==> src/rtl/dpram_arb_pkg.sv <==
// dpram_arb_pkg: shared requester index, read-tag and one-hot helper for the dpram arbiter
package dpram_arb_pkg;
  localparam int MAX_REQ = 16;
  typedef logic [$clog2(MAX_REQ)-1:0] req_idx_t;
  typedef struct packed {
    logic     valid;
    req_idx_t idx;
  } rd_tag_t;
  function automatic logic [MAX_REQ-1:0] onehot(input req_idx_t idx);
    return MAX_REQ'(1) << idx;
  endfunction
endpackage

==> src/rtl/dpram_rr_pick.sv <==
// dpram_rr_pick: combinational round-robin picker, first eligible at or after ptr with wrap
module dpram_rr_pick
  import dpram_arb_pkg::*;
#(
  parameter int NUM_REQ = 4
) (
  input  logic [NUM_REQ-1:0] elig,
  input  req_idx_t           ptr,
  output logic               found,
  output req_idx_t           win
);
  logic [NUM_REQ-1:0] rot;
  int s;
  assign rot = NUM_REQ'({elig, elig} >> ptr);
  // descending scan so the lowest rotated offset is the last assignment
  always_comb begin
    found = 1'b0;
    s = 0;
    for (int k = NUM_REQ - 1; k >= 0; k--)
      if (rot[k]) begin
        found = 1'b1;
        s = int'(ptr) + k;
      end
    win = req_idx_t'(s >= NUM_REQ ? s - NUM_REQ : s);
  end
endmodule

==> src/rtl/dpram_rr_arbiter.sv <==
// dpram_rr_arbiter: round-robin sharing of one sync read-first dpram port with tagged read return.
// Define DPRAM_ARB_COLLIDE_EN to stall writes that collide with the other port's write.
module dpram_rr_arbiter
  import dpram_arb_pkg::*;
#(
  parameter int NUM_REQ    = 4,
  parameter int ADDR_WIDTH = 4,
  parameter int MEM_WIDTH  = 8
) (
  input  logic                          clk,
  input  logic                          rst,
  input  logic [NUM_REQ-1:0]            req,
  input  logic [NUM_REQ-1:0]            we,
  input  logic [NUM_REQ*ADDR_WIDTH-1:0] addr,
  input  logic [NUM_REQ*MEM_WIDTH-1:0]  wdata,
  output logic [NUM_REQ-1:0]            gnt,
  output logic [NUM_REQ-1:0]            rvalid,
  output logic [MEM_WIDTH-1:0]          rdata,
  output logic                          mem_csn,
  output logic                          mem_wen,
  output logic [ADDR_WIDTH-1:0]         mem_addr,
  output logic [MEM_WIDTH-1:0]          mem_wdata,
`ifdef DPRAM_ARB_COLLIDE_EN
  input  logic                          pb_csn,
  input  logic                          pb_wen,
  input  logic [ADDR_WIDTH-1:0]         pb_addr,
  output logic                          collide_stall,
`endif
  input  logic [MEM_WIDTH-1:0]          mem_rdata
);
  logic [NUM_REQ-1:0]    elig, w_oh;
  logic                  found, we_w;
  logic [ADDR_WIDTH-1:0] addr_w;
  logic [MEM_WIDTH-1:0]  wdata_w;
  req_idx_t              w, ptr;
  rd_tag_t               t1, t2;
`ifdef DPRAM_ARB_COLLIDE_EN
  logic [NUM_REQ-1:0] blk;
  always_comb begin
    blk = '0;
    for (int i = 0; i < NUM_REQ; i++)
      blk[i] = we[i] && !pb_csn && !pb_wen && addr[i*ADDR_WIDTH +: ADDR_WIDTH] == pb_addr;
  end
  assign elig = req & ~blk;
`else
  assign elig = req;
`endif
  dpram_rr_pick #(.NUM_REQ(NUM_REQ)) u_pick (.elig(elig), .ptr(ptr), .found(found), .win(w));
  assign w_oh = NUM_REQ'(onehot(w));
  always_comb begin
    we_w = 1'b0;
    addr_w = '0;
    wdata_w = '0;
    for (int i = 0; i < NUM_REQ; i++)
      if (w_oh[i]) begin
        we_w = we[i];
        addr_w = addr[i*ADDR_WIDTH +: ADDR_WIDTH];
        wdata_w = wdata[i*MEM_WIDTH +: MEM_WIDTH];
      end
  end
  assign rvalid = t2.valid ? NUM_REQ'(onehot(t2.idx)) : '0;
  assign rdata = mem_rdata;
  // t1 covers the command cycle, t2 the cycle the memory presents read data
  always_ff @(posedge clk) begin
    if (rst) begin
      gnt <= '0;
      mem_csn <= 1'b1;
      mem_wen <= 1'b1;
      mem_addr <= '0;
      mem_wdata <= '0;
      ptr <= '0;
      t1 <= '0;
      t2 <= '0;
`ifdef DPRAM_ARB_COLLIDE_EN
      collide_stall <= 1'b0;
`endif
    end else begin
      gnt <= found ? w_oh : '0;
      mem_csn <= !found;
      mem_wen <= !(found && we_w);
      if (found) begin
        mem_addr <= addr_w;
        mem_wdata <= wdata_w;
        ptr <= (w == req_idx_t'(NUM_REQ - 1)) ? '0 : w + req_idx_t'(1);
      end
      t1 <= '{valid: found && !we_w, idx: w};
      t2 <= t1;
`ifdef DPRAM_ARB_COLLIDE_EN
      collide_stall <= |(req & blk);
`endif
    end
  end
endmodule

==> config.mk <==
export PLATFORM = sky130hd
export DESIGN_NAME = dpram_rr_arbiter
export DESIGN_NICKNAME = d
export VERILOG_FILES = /design/src/rtl/dpram_arb_pkg.sv /design/src/rtl/dpram_rr_pick.sv /design/src/rtl/dpram_rr_arbiter.sv
export SDC_FILE = /design/constraint.sdc
export NUM_CORES = 1
export LEC_CHECK = 0
export CORE_MARGIN = 3
export CORE_UTILIZATION = 45
export DETAILED_ROUTE_END_ITERATION = 10
export GPL_ROUTABILITY_DRIVEN = 0
export GPL_TIMING_DRIVEN = 1
export PLACE_DENSITY = 0.83
export SLEW_MARGIN = 20
export SYNTH_ARGS = -nofsm -noshare
export SYNTH_HDL_FRONTEND = slang
export SYNTH_SLANG_ARGS = --single-unit
==> constraint.sdc <==
create_clock -name clk -period 8.5 [get_ports clk]
set_input_delay 1.7 -clock clk [delete_from_list [all_inputs] [get_ports clk]]
set_output_delay 1.7 -clock clk [all_outputs]
set_load 0.05 [all_outputs]
Word level (Yosys, flattened, before mapping)
Index checks and enable logic that the tools add are counted.

Bits in registers: 32. Word-level logic and storage cells: 50. Output and inout bits: 30.

Multiplexer cells: 23. Add/sub/neg operators: 5. Order comparisons: 1. Reduce and logical (&&, ||, !) cells: 6. Bitwise logic cells: 1. Equal/unequal tests: 1. Shifts and indexed selects: 3.

Operators with widths (number): 2-to-1 mux 32 bit (4); >= comparator 32 x 4 -> 1 bit (second input constant) (1); 2-to-1 mux 8 bit (4); 2-to-1 mux 4 bit (7); adder 4 x 2 -> 5 bit (second input constant) (2); 2-to-1 mux 1 bit (8); left shift 1 x 4 -> 4 bit (first input constant) (2); right shift 8 x 4 -> 4 bit (1); adder 4 x 1 -> 5 bit (second input constant) (1); adder 4 x 1 -> 4 bit (second input constant) (1); equality test 4 x 2 -> 1 bit (second input constant) (1); subtractor 4 bit (second input constant) (1); zero test 1 bit (3); logical AND 1 bit (2); OR reduction 2 bit (1); NOT 1 bit (1).

Logic depth before layout (Yosys ltp)
Gate-level depths: netlist of run 1.

Word-level depth: 14. Gate-level depth with buffers: 16. Gate-level depth less buffers: 13.

By module
Synthesis of run 1 repeated with hierarchy kept, for this count alone.

Cell total of the unflattened synthesis: 229. Area total of the unflattened synthesis: 2133.3 um^2.

By module, submodules not included: dpram_rr_arbiter (cells an instance 163, sequential area each 640.6 um^2, times used 1, area an instance 1605.3 um^2); dpram_rr_pick (cells an instance 66, sequential area each 0.0 um^2, times used 1, area an instance 528.0 um^2).

Least setup slack after synthesis of run 1
Ideal clock, no wire load.

Path type: in2reg. From: input req[0]. To: register mem_addr[0]. Slack: 3839 ps. Setup time: 61 ps. Stages: 12. Data arrival time: 4600 ps. Path through: nor2b_2 -> mux4_2 -> a221o_1 -> o221ai_4 -> buf_2 -> ha_1 -> nand2_1 -> and2_2 -> or4_4 -> a21oi_4 -> buf_6 -> a32o_2.

Longest elaborated chain between the ends: 12.

Ends and longest elaborated chain: start: declaration (RTL line dpram_rr_arbiter.sv:12) `input logic [NUM_REQ-1:0] req,`; right shift 8 x 4 -> 4 bit (*) (RTL line dpram_rr_pick.sv:14) `assign rot = NUM_REQ'({elig, elig} >> ptr);`; 2-to-1 mux 32 bit (4 in a row) (RTL line dpram_rr_pick.sv:20) `if (rot[k]) begin`; >= comparator 32 x 4 -> 1 bit / subtractor 4 bit (equally long branches) (RTL line dpram_rr_pick.sv:24) `win = req_idx_t'(s >= NUM_REQ ? s - NUM_REQ : s);`; 2-to-1 mux 4 bit (RTL line dpram_rr_pick.sv:24); left shift 1 x 4 -> 4 bit (RTL line dpram_arb_pkg.sv:10) `return MAX_REQ'(1) << idx;`; 2-to-1 mux 4 bit (4 in a row) (RTL line dpram_rr_arbiter.sv:55) `if (w_oh[i]) begin`; end signal: assignment (RTL line dpram_rr_arbiter.sv:82) `mem_addr <= addr_w;`; end: declaration (RTL line dpram_rr_arbiter.sv:21) `output logic [ADDR_WIDTH-1:0] mem_addr,`.

Every way passes the cells marked *; elsewhere a longest branch is shown, timed or not. A chain may end at the register's enable or synchronous reset.

Worst setup path in the final report of run 1
From: input req[0]. To: register mem_wdata[1].

Longest elaborated chain between the ends: 12.

Ends and longest elaborated chain: right shift 8 x 4 -> 4 bit (*) (RTL line dpram_rr_pick.sv:14); 2-to-1 mux 32 bit (4 in a row) (RTL line dpram_rr_pick.sv:20); >= comparator 32 x 4 -> 1 bit / subtractor 4 bit (equally long branches) (RTL line dpram_rr_pick.sv:24); 2-to-1 mux 4 bit (RTL line dpram_rr_pick.sv:24); left shift 1 x 4 -> 4 bit (RTL line dpram_arb_pkg.sv:10); 2-to-1 mux 8 bit (4 in a row) (RTL line dpram_rr_arbiter.sv:55); end signal: assignment (RTL line dpram_rr_arbiter.sv:83) `mem_wdata <= wdata_w;`; end: declaration (RTL line dpram_rr_arbiter.sv:22) `output logic [MEM_WIDTH-1:0] mem_wdata,`.

Marked as above.

==> out/summary.txt, run 1 <==
Hold crit path type: register to register
Post-route core utilization: 65.8%
RSZ-0062 raised after global routing: false
Synthesized netlist cell count: 222
Critical path type: primary input to register
WL per Instance: 15.0 µm
Share of the synthesized area in the top cell type: 30.0%
Top cells by count, synth: dfxtp_1 (32), nand2_1 (31), mux2i_1 (28)
Total number of vias: 1885
Total gr overflow: 0
Synth Flop Type: dfxtp_1
Worst Slack Setup Final: 3200 ps
Pwr/cell area: 334 nW/µm²
Final WL: 5.09 mm
Area leader, netlist: dfxtp_1
Initial antenna violation count: 0
IO buf count: 79
VDD IR-drop max: 0.164 mV
Post-synth EDFFs: 0
CP Launch Type: primary input
Final Hold Viols: 0
Most used cell, CP: a32o_2
H-tree levels: 2
Most frequent cell after synthesis: dfxtp_1
Synth cell types: 58
Register bit total from synthesis: 32
Worst EP arrival: 5520 ps
Largest net degree at the start of global routing: 33
Least-Margin Pin Slew: 959 ps
Worst slew margin: 36.1%
Post-Syn Nets: 296
CP Cell Sequence: clkdlybuf4s50_1 -> nor2b_2 -> mux4_2 -> o21ai_1 -> a32o_2 -> inv_1 -> ha_1 -> nand2_1 -> and2_2 -> o211ai_1 -> a21oi_4 -> a32o_2
N_diodes: 0
CP max-delay cell: a32o_2
Synth top area cells: dfxtp_1 (30%), mux2i_1 (13%), nand2_1 (5.4%)
Core area: 4470 µm²
Setup total negative slack: 0 ps
Post-cts sizing count: 0
Syn. warnings: 0
TritonCTS clock tree: built
Total GRT Usage: 19.2%
Synth Cell Area: 2140 µm²
Clk buf depth: 2
Worst Setup End Kind: register
Leakage power: 1.18 nW
Clock transition at path regs: 60 ps
Placed insts: 332
Synth-to-Final Area Change: 37.6%
Status: completed
CTS Buf Count: 5
Postcts setup bufs: 0
WP data required: 8720 ps
Drt first pass iters: 4
Ports: 96
CTS sink count: 32
WP buf/inv: 2
DP Wirelength: 3.83 mm
Vias per cell: 5.54
Initial detailed-routing violation count: 148
Root Buffer: clkbuf_8
Die Height: 74.9 µm
Layout Nets: 361
Share of cells above drive strength 1: 13.2%
Final antenna-violating net count: 0
Clk_lat worst skew: 280 ps
Tcrit/Tclk final: 62.4%
Max Cap Viol: 0
FFs w/ async S/R, synth: 0%
First-pass GRT wire length: 8.40 mm
Sequential fraction of the synthesis area: 30.0%
Skew final: 4.33 ps
Number of global-route vias before repair: 1803
Hold Buf Count CTS: 0
Mapped Avg Cell Area: 9.63 µm²
Cell Rows: 24
Layout Cells excl Fill: 340
Die span in x: 74.9 µm
Delay of the slowest critical-path stage: 830 ps
Delay-heaviest family, CP: compound AO/OA/AOI/OAI gates
Crit path max fanout: 32
Slew Viols, Final: 0
Detailed-route DRC error count: 0
Final setup viols: 0
Initial Util: 47.8%
Min Tclk post-route: 5300 ps
Fill cells: 345
DP Worst Slack: 2950 ps
Die area: 5620 µm²
Max Fclk: 0.189 GHz
==> power by group <==
part           leakage (nW)  total [mW]  switching [mW]  internal, mW
registers             0.263       0.231          0.0383         0.193
clock network        0.0445       0.119          0.0532        0.0657
logic                 0.876       0.633           0.369         0.263
==> registers in the layout, indices dropped and copies added, names as in the netlist <==
name and cells:
ptr 4, mem_wen 1, mem_addr 4, t1 5, mem_csn 1, t2 5, gnt 4, mem_wdata 8
==> logic make-up (layout without fill, tap and decap cells) <==
group	after synthesis	count (layout)	share of synthesized area, %
adders and majority gates	8	8	4.68
buffers and inverters	29	95	8.37
DFF	32	32	30.0
and+or+nand+nor	76	76	19.5
AOI/OAI and AO/OA	43	43	20.4
muxes	33	33	16.7
xor gates and xnor gates	1	1	0.410
==> per-stage QoR <==
step                hold slack, ps  total power, mW  area (µm²)
global placement               424            0.841        2850
CTS                            441            0.982        2940
global route                   456             1.05        2940
floorplan                      414            0.738        2140
finish                         434            0.982        2940
detailed placement             427            0.855        2850
==> placed cells by master (no fill, tap or decap), types with 2 or more instances in the layout <==
cell             synthesis  routed
a21oi_1                  5       5
clkdlybuf4s50_1          0      79
and3_1                   4       4
mux2i_1                 28      28
nand2_1                 31      31
o21a_1                   2       2
inv_1                    7       7
nor3b_1                  3       3
dfxtp_1                 32      32
clkbuf_8                 0       6
mux2i_2                  2       2
a32o_2                  10      11
a31oi_1                  2       2
nor2_1                  12      12
nand2b_1                 5       5
ha_1                     8       8
nor3_1                   2       2
a32o_1                   3       2
nor2b_1                  6       6
o311ai_1                 2       2
o211ai_1                 2       2
==> final timing paths <==
path / start / to / slack (ps) / cells after the start
worst max-delay path: req[0] / mem_wdata[1]$_SDFFE_PP0N_ / 3200 / 12
worst min-delay path: t1[2]$_SDFF_PP0_ / t2[2]$_SDFF_PP0_ / 430 / 1
worst max register to register: ptr[0]$_SDFFE_PP0N_ / mem_wdata[1]$_SDFFE_PP0N_ / 4350 / 10
worst min register to register: t1[2]$_SDFF_PP0_ / t2[2]$_SDFF_PP0_ / 430 / 1
==> cell type report <==
type	instances	area [µm²]	area share [%]
Inverter	8	32.5	1.11
Sequential cell	32	641	21.8
Tap cell	52	65.1	2.21
Timing Repair Buffer	79	791	26.9
Clock buffer	7	86.3	2.93
Clock inverter	1	7.51	0.255
Multi-Input combinational cell	161	1320	44.9
==> layer usage <==
metal	global-route usage (%)	vias to the layer above	routed length (µm)
met2	29.1	79	2340
met5	0	-	0
met4	4.74	0	53
met1	25.8	870	2210
met3	7.61	8	489
li1	-	928	-
(Power assumes the default switching activity.)
==> run 2, diff against run 1 <==
- CORE_UTILIZATION: 45 -> 38
- PLACE_DENSITY: 0.83 -> 0.74
- clock period: 8.5 -> 4.6 ns (I/O delays scaled with it)
==> run 2 against run 1 <==
Against the previous run:
- setup slack got worse by 2700 ps
- cell count increased by 6.2%
- design area increased by 2.0%
- sequential power increased by 85%
- non-clock buffer count increased by 3
- clock skew increased by 1.2 ps
- routed wire length increased by 0.16%
==> out/summary.txt, run 2 (synthesized netlist as in run 1, its figures left out) <==
Status: completed
Max Cap Viol: 0
Max Fclk: 0.242 GHz
RR Endpoint: mem_wdata[0]$_SDFFE_PP0N_
R2R depth: 8
Root Buffer: clkbuf_8
Initial Util: 40.6%
Most flops, register: mem_wdata
Hold crit path type: register to register
Seq. cell area: 641 µm²
Total number of vias: 1853
Clk_lat worst skew: 280 ps
Crit path max fanout: 15
Commonest non-fill, non-tap cell in the layout: clkdlybuf4s50_1
First-pass GRT wire length: 8.62 mm
Synth-to-Final Area Change: 40.4%
Placed instance area: 2890 µm²
Die area: 6560 µm²
Hold Buf Count CTS: 0
Worst slew margin: 52.0%
Pwr/cell area: 617 nW/µm²
Most frequent cells in the layout: clkdlybuf4s50_1 (79), dfxtp_1 (32), nand2_1 (31), mux2i_1 (28), nor2_1 (12)
Detailed-route DRC error count: 0
Vias per cell: 5.13
FF-to-FF Start: ptr[0]$_SDFFE_PP0N_
Leakage power: 1.21 nW
Setup total negative slack: 0 ps
Postcts setup bufs: 0
Worst setup endpoint: mem_wdata[0]$_SDFFE_PP0N_
CTS Buf Count: 5
Worst Setup End Kind: register
N_diodes: 0
Least-Margin Pin Slew: 720 ps
Cell Rows: 26
Layout Nets: 364
Finished Cell Area: 3000 µm²
Total GRT Usage: 16.8%
Initial detailed-routing violation count: 120
Die span in x: 81.0 µm
Final WL: 5.10 mm
R2r setup slk: 810 ps
CP Launch Type: primary input
Min Tclk post-route: 4140 ps
WHS Path Cells: 1
RSZ-0062 raised after global routing: false
Skew final: 5.51 ps
Drt first pass iters: 4
WP data required: 4820 ps
WL per Instance: 14.1 µm
Initial antenna violation count: 0
Clk buf depth: 2
Die Height: 81.0 µm
Ports: 96
Largest register FFs: 8
CTS sink count: 32
Post-cts sizing count: 0
Final Hold Viols: 0
Fill cells: 487
Number of global-route vias before repair: 1914
DP Wirelength: 3.98 mm
Slew Viols, Final: 0
H-tree levels: 2
Critical path type: primary input to register
Final setup viols: 0
Largest registers: mem_wdata: 8 flops, t1: 5 flops, t2: 5 flops
Total gr overflow: 0
Tcrit/Tclk final: 90.0%
Core area: 5270 µm²
VDD IR-drop max: 0.238 mV
Share of cells above drive strength 1: 14.1%
Clock transition at path regs: 60 ps
Final antenna-violating net count: 0
IO buf count: 79
TritonCTS clock tree: built
Worst EP arrival: 4360 ps
Worst setup path startpoint: req[0]
Largest net degree at the start of global routing: 32
Multi-input logic area: 1320 µm²
run 2: cell types whose count changed in the layout (fill, tap and decap cells not counted), sizes merged:
cell,previous run,this run
bufinv,0,1
clkinvlp,1,0
clkbuf,7,6
buf,0,3
clkinv,0,1
run 2: report_power, final:
group          internal (mW)  switching, mW
registers              0.356         0.0722
logic                  0.495          0.672
clock network          0.160         0.0970
run 2: worst max-delay path, cell delays in order:
cell and delay [ps]:
clkdlybuf4s50_1 440, nor2b_2 160, mux4_2 600, nand2b_1 220, o311ai_4 380, nor2_1 100, ha_1 310, or4_4 570
a21oi_4 390, a32o_1 230
run 2: through the flow:
step / hold slack [ps] / std cells / setup slack, ps / utilization, % / total power, mW
CTS: 446 / 361 / 476 / 57.0 / 1.87
global route: 463 / 361 / 327 / 57.0 / 2.00
global placement: 422 / 353 / 259 / 54.9 / 1.58
floorplan: 414 / 222 / 719 / - / 1.36
detailed placement: 431 / 353 / 178 / 54.9 / 1.60
finish: 442 / 361 / 459 / 57.0 / 1.85
run 2: worst min-delay path by stage:
| stage | start | end | slack (ps) |
|---|---|---|---|
| 2_1_floorplan | t1[0]$_SDFF_PP0_ | t2[0]$_SDFF_PP0_ | 410 |
| 3_3_place_gp | t1[3]$_SDFF_PP0_ | t2[3]$_SDFF_PP0_ | 420 |
| 3_5_place_dp | t1[3]$_SDFF_PP0_ | t2[3]$_SDFF_PP0_ | 430 |
| 4_1_cts | t1[3]$_SDFF_PP0_ | t2[3]$_SDFF_PP0_ | 450 |
| 5_1_grt | t1[3]$_SDFF_PP0_ | t2[3]$_SDFF_PP0_ | 460 |
| 6_report | t1[3]$_SDFF_PP0_ | t2[3]$_SDFF_PP0_ | 440 |
run 2: cell type report:
cell class,count,area share (%)
Clock inverter,2,1.17
Multi-Input combinational cell,161,44.0
Sequential cell,32,21.3
Timing Repair Buffer,82,27.1
Clock buffer,6,2.42
Inverter,8,1.08
Tap cell,70,2.92
run 2: layer usage:
layer	track usage, %	share of wire, %	vias up
met5	0	0	-
met4	3.89	0.37	0
met3	7.10	9.8	3
met2	27.6	46	74
met1	20.4	44	842
li1	-	-	934
==> run 3, diff against run 2 <==
--- a/config.mk
+++ b/config.mk
@@ -12,4 +12,4 @@
 export GPL_TIMING_DRIVEN = 1
+export HOLD_SLACK_MARGIN = 0.02
 export PLACE_DENSITY = 0.74
-export SLEW_MARGIN = 20
 export SYNTH_ARGS = -nofsm -noshare
==> constraint.sdc (replaced) <==
create_clock -name clk -period 4.6 [get_ports clk]
set_input_delay 1.15 -clock clk [delete_from_list [all_inputs] [get_ports clk]]
set_output_delay 1.15 -clock clk [all_outputs]
set_load 0.05 [all_outputs]
==> run 3 against run 2 <==
Against the previous run:
- first-iteration DRC count is 8.3% lower
- combinational power about the same
- via count is 2.4% higher
- register-to-register slack hardly changed
- critical path type unchanged
- setup slack got worse by 210 ps
- critical endpoint is now mem_wdata[2]$_SDFFE_PP0N_
- worst hold slack worse by 5.1 ps
==> out/summary.txt, run 3 (synthesized netlist as in run 1, its figures left out) <==
Crit path max fanout: 15
Clk buf depth: 2
Worst EP arrival: 4580 ps
Final antenna-violating net count: 0
Int Power: 1.01 mW
Final Hold Viols: 0
CP Cell Sequence: clkdlybuf4s50_1 -> nor2b_2 -> mux4_2 -> nand2b_1 -> o311ai_4 -> nor2_1 -> ha_1 -> or4_4 -> a21oi_4 -> a32o_1
Root Buffer: clkbuf_8
Layout Cells excl Fill: 362
WHS Path Cells: 1
Largest net degree at the start of global routing: 32
Max Fclk: 0.230 GHz
Share of power burned in registers: 23.1%
Status: completed
H-tree levels: 2
Postcts setup bufs: 0
Hold crit path type: register to register
Placed insts: 354
DP Worst Slack: -20.6 ps
Tcrit/Tclk final: 94.7%
Drt first pass iters: 4
Critical path type: primary input to register
CTS sink count: 32
Placed instance area: 2900 µm²
Core area: 5270 µm²
Initial antenna violation count: 0
Die Height: 81.0 µm
Share of cells above drive strength 1: 14.7%
Ports: 96
Detailed-route DRC error count: 0
Most frequent cells in the layout: clkdlybuf4s50_1 (79), dfxtp_1 (32), nand2_1 (31), mux2i_1 (28), nor2_1 (12)
CTS Buf Count: 5
Total GRT Usage: 16.0%
TritonCTS clock tree: built
Delay of the slowest critical-path stage: 600 ps
Post-cts sizing count: 0
Max Cap Viol: 0
R2R depth: 8
Clk_lat worst skew: 280 ps
Worst Setup End Kind: register
Number of global-route vias before repair: 1847
N_diodes: 0
Largest register FFs: 8
Clock transition at path regs: 70 ps
Die area: 6560 µm²
CP Launch Type: primary input
Initial detailed-routing violation count: 110
Cell Rows: 26
Finished Cell Area: 3010 µm²
Commonest non-fill, non-tap cell in the layout: clkdlybuf4s50_1
WL per Instance: 13.5 µm
Setup total negative slack: 0 ps
Vias per cell: 5.24
Die span in x: 81.0 µm
Post-route core utilization: 57.2%
IO buf count: 79
DP Wirelength: 3.84 mm
Sw frac: 45.2%
Final total power: 1.85 mW
CP max-delay cell: mux4_2
Largest registers: mem_wdata: 8 flops, t1: 5 flops, t2: 5 flops
Worst Slack Setup Final: 244 ps
Pwr/cell area: 614 nW/µm²
Hold Buf Count CTS: 0
Combinational share of power: 62.7%
Worst slew margin: 50.8%
Total number of vias: 1898
Least-Margin Pin Slew: 737 ps
WP data required: 4820 ps
Layout Nets: 365
Skew final: 3.86 ps
Leakage power: 1.21 nW
Synth-to-Final Area Change: 40.9%
Initial Util: 40.6%
RSZ-0062 raised after global routing: false
First-pass GRT wire length: 8.31 mm
Smallest hold slack: 437 ps
Sw power: 836 µW
Final setup viols: 0
Slew Viols, Final: 0
Min Tclk post-route: 4360 ps
Most flops, register: mem_wdata
Clock Power Share: 14.2%
Final WL: 4.90 mm
VDD IR-drop max: 0.240 mV
Total gr overflow: 0
-- run 3: cell types whose count changed in the layout (fill, tap and decap cells not counted) --
| cell | delta |
|---|---|
| clkinvlp_4 | +1 |
| buf_4 | +1 |
| clkbuf_1 | -1 |
-- run 3: path summary, 6_finish.rpt --
| path | from | end | slack (ps) |
|---|---|---|---|
| worst max-delay path | req[0] | mem_wdata[2]$_SDFFE_PP0N_ | 240 |
| worst min register to register | t1[3]$_SDFF_PP0_ | t2[3]$_SDFF_PP0_ | 440 |
| worst max register to register | ptr[0]$_SDFFE_PP0N_ | mem_wdata[2]$_SDFFE_PP0N_ | 810 |
| worst min-delay path | t1[3]$_SDFF_PP0_ | t2[3]$_SDFF_PP0_ | 440 |
-- run 3: per-layer routing --
| layer | track usage (%) | routed length [µm] | share of wire [%] |
|---|---|---|---|
| met5 | 0 | 0 | 0 |
| met2 | 25.9 | 2210 | 45 |
| met1 | 19.3 | 2100 | 43 |
| met4 | 4.22 | 46 | 0.94 |
| met3 | 7.32 | 544 | 11 |
-- run 3: cell type report --
| class | instances | area (µm²) |
|---|---|---|
| well taps | 70 | 87.6 |
| clock inverters | 3 | 42.5 |
| flip-flops and latches | 32 | 641 |
| clock buffers | 5 | 68.8 |
| repair buffers | 83 | 821 |
| fillers | 473 | 2260 |
| inverters | 8 | 32.5 |
| multi-input cells | 161 | 1320 |
-- run 3: worst max-delay path: cells and delay by family --
family          cells  cell delay, ps
simple gates        4            1070
mux                 1             600
fa+ha+maj           1             310
compound gates      3             990
buf+inv             1             450
-- run 3: power groups by stage --
stage / clock network (mW) / registers [mW] / logic (mW)
after floorplan: 0 / 0.516 / 0.847
after global placement: 0 / 0.433 / 1.15
after detailed placement: 0 / 0.434 / 1.16
after CTS: 0.268 / 0.428 / 1.17
after global routing: 0.280 / 0.439 / 1.27
final: 0.263 / 0.427 / 1.16
==> patch (settings of run 2) <==
Change the parameter `MEM_WIDTH` from 8 to 12.
--- a/src/rtl/dpram_rr_arbiter.sv
+++ b/src/rtl/dpram_rr_arbiter.sv
@@ -6,5 +6,5 @@
   parameter int NUM_REQ    = 4,
   parameter int ADDR_WIDTH = 4,
-  parameter int MEM_WIDTH  = 8
+  parameter int MEM_WIDTH  = 12
 ) (
   input  logic                          clk,
Ports: changed (resized mem_rdata, mem_wdata, rdata and wdata); port bits go from 96 to 124. No check against the original RTL was run, so the function may have changed too.
==> patch against run 2 <==
Critical path depth increased by 3; count of clock-buffer cells in the layout decreased by 1; power increased by 18%; worst hold slack got worse by 0.0079 ns; via count increased by 6.7%; area after synthesis increased by 3.7%; sequential cell count increased by 4; largest cell class unchanged; first-iteration DRC count increased by 36%; routed wire length increased by 10%; worst setup slack got worse by 0.044 ns; cell area increased by 7.8%.
==> patch: results (changes against run 2) <==
The logs give 0 (unchanged) for the number of post-CTS setup repair buffers and 5 (unchanged) for the number of clock buffers inserted by TritonCTS. The critical path data arrival time was 4.35 ns (about the same); the via count of the first global-routing pass was 1889 (-1.3%). The worst hold endpoint is t2[4]$_SDFF_PP0_. The most critical setup path has its startpoint at req[0]. The placed wire-length estimate was 4.38 mm (+10%). The worst register-to-register path ends at mem_wdata[0]$_SDFFE_PP0N_.

For the number of distinct library cell variants in the gate-level netlist after synthesis, the log shows 43 (-26%). Hold path startpoint: t1[4]$_SDFF_PP0_. The area share of the leading cell type in the synthesized netlist is 32.5% (+2.5 points), and the sequential fraction of the synthesis area is 32.5% (+2.5 points). The global-route wire length before repair is 8.42 mm (-2.3%).

The number of levels the H-tree was split into is 2 (unchanged), and the maximum net fanout on the critical path is 22 (+7). The largest registers in the layout are mem_wdata: 12 flops, t1: 5 flops, t2: 5 flops. For the first-pass detailed-route iteration total, the log shows 4 (unchanged).

The min-delay analysis places its worst path in the category reg2reg. All-layer global routing usage: 16.2% (-0.61 points). The flow ran to the end, and the final reports show no timing, DRC or antenna violations. The number of port buffers was 99 (+25%).

The synthesized net count was 304 (+2.7%); the ratio of routed vias to standard cells was 5.39 (+4.9%). The setup skew after layout was 0.00548 ns (-0.0000250 ns); the number of cells on the worst reg-to-reg path was 12 (+4). The DRC marker count from the first detailed-route iteration was 163 (+36%); the leakage power figure was 1.20 nW (-0.95%). The worst-skew pair later-pin latency is 0.28 ns (about the same). The run gives 0.000346 V (+46%) as the highest ir drop seen on vdd. The worst register-to-register path begins at ptr[0]$_SDFFE_PP0N_. The total wire length is 5.62 mm (+10%), and the remaining max-slew budget at the tightest pin is 51.1% (-0.81 points).

The tools report the setup slack of the most critical reg-to-reg path as 0.84 ns (+0.03 ns). In the post-synthesis netlist, the biggest area contributors are sky130_fd_sc_hd__dfxtp_1 (32%), sky130_fd_sc_hd__mux4_2 (18%), sky130_fd_sc_hd__a32o_1 (7.2%). The commonest cells after synthesis are sky130_fd_sc_hd__dfxtp_1 (36), sky130_fd_sc_hd__mux4_2 (18), sky130_fd_sc_hd__a32o_1 (16). The number of nets in the final layout is 388 (+6.6%). The pin count of the biggest net entering global routing is 23 (-28%). For the count of unresolved DRC violations after routing, the log shows 0 (unchanged). Fraction of layout cells with a size suffix above 1: 12.2% (-1.9 points).
==> patch: cell count changes after synthesis, sizes merged, moves of 3 or more <==
cell / change
nor3b: -3
nor2b: +3
and3: +3
mux2i: -24
buf: +4
nand2: -23
a32o: +4
dfxtp: +4
nor3: +3
inv: +4
mux4: +17
o311ai: -3
==> patch: critical path: stages <==
cell and delay [ns]:
sky130_fd_sc_hd__clkdlybuf4s50_1 0.45, sky130_fd_sc_hd__nor2b_1 0.15, sky130_fd_sc_hd__mux4_2 0.53, sky130_fd_sc_hd__or4_1 0.54, sky130_fd_sc_hd__a31oi_2 0.16, sky130_fd_sc_hd__inv_1 0.11, sky130_fd_sc_hd__ha_1 0.20, sky130_fd_sc_hd__nand2_1 0.08
sky130_fd_sc_hd__and2_1 0.14, sky130_fd_sc_hd__nor2_1 0.06, sky130_fd_sc_hd__and3_1 0.18, sky130_fd_sc_hd__or2_1 0.49, sky130_fd_sc_hd__a32o_1 0.35
==> patch: how the worst max path moves through the flow <==
stage	end	slack, ns	depth (start not counted)
2_1_floorplan	mem_addr[0]$_SDFFE_PP0N_	0.80	14
3_3_place_gp	mem_wdata[7]$_SDFFE_PP0N_	0.25	13
3_5_place_dp	mem_addr[2]$_SDFFE_PP0N_	0.16	13
4_1_cts	mem_wdata[0]$_SDFFE_PP0N_	0.44	13
5_1_grt	mem_wdata[0]$_SDFFE_PP0N_	0.12	12
6_report	mem_wdata[0]$_SDFFE_PP0N_	0.42	13
==> patch: logic make-up after synthesis <==
group | share of synthesized area, %
multiplexers | 22.0
AND/OR/NAND/NOR | 14.0
flip-flops | 32.5
AO/OA/AOI/OAI | 16.7
XOR/XNOR | 0.395
adder cells (fa/ha/maj) | 4.51
buffers and inverters | 9.93
==> patch: cell type report <==
class	count	area [µm²]
Clock buffer	5	68.8
Clock inverter	3	18.8
Fill cell	501	2340
Inverter	12	45.0
Multi-Input combinational cell	137	1280
Sequential cell	36	721
Tap cell	72	90.1
Timing Repair Buffer	102	1010
==> patch: report_power, final <==
part           switching [mW]  internal, mW  leakage (nW)
sequential             0.0910         0.438         0.295
clock                   0.110         0.105        0.0479
combinational           0.835         0.606         0.854
==> patch: stage by stage <==
stage | hold slack, ns | util [%] | instance area (µm²) | instances | setup WS [ns]
detailed placement | 0.420 | 56.5 | 3150 | 359 | 0.165
finish | 0.435 | 58.1 | 3240 | 367 | 0.415
global placement | 0.416 | 56.5 | 3150 | 359 | 0.247
CTS | 0.437 | 58.0 | 3230 | 367 | 0.438
global route | 0.457 | 58.1 | 3240 | 367 | 0.124
floorplan | 0.414 | - | 2220 | 210 | 0.799
==> patch: layer usage <==
metal  up-vias  GRT usage (%)  wire length (µm)
met2        77           29.1              2980
met3         6           5.42               462
li1        960              -                 -
met5         -              0                 0
met1       934           18.1              2110
met4         0           4.32                68
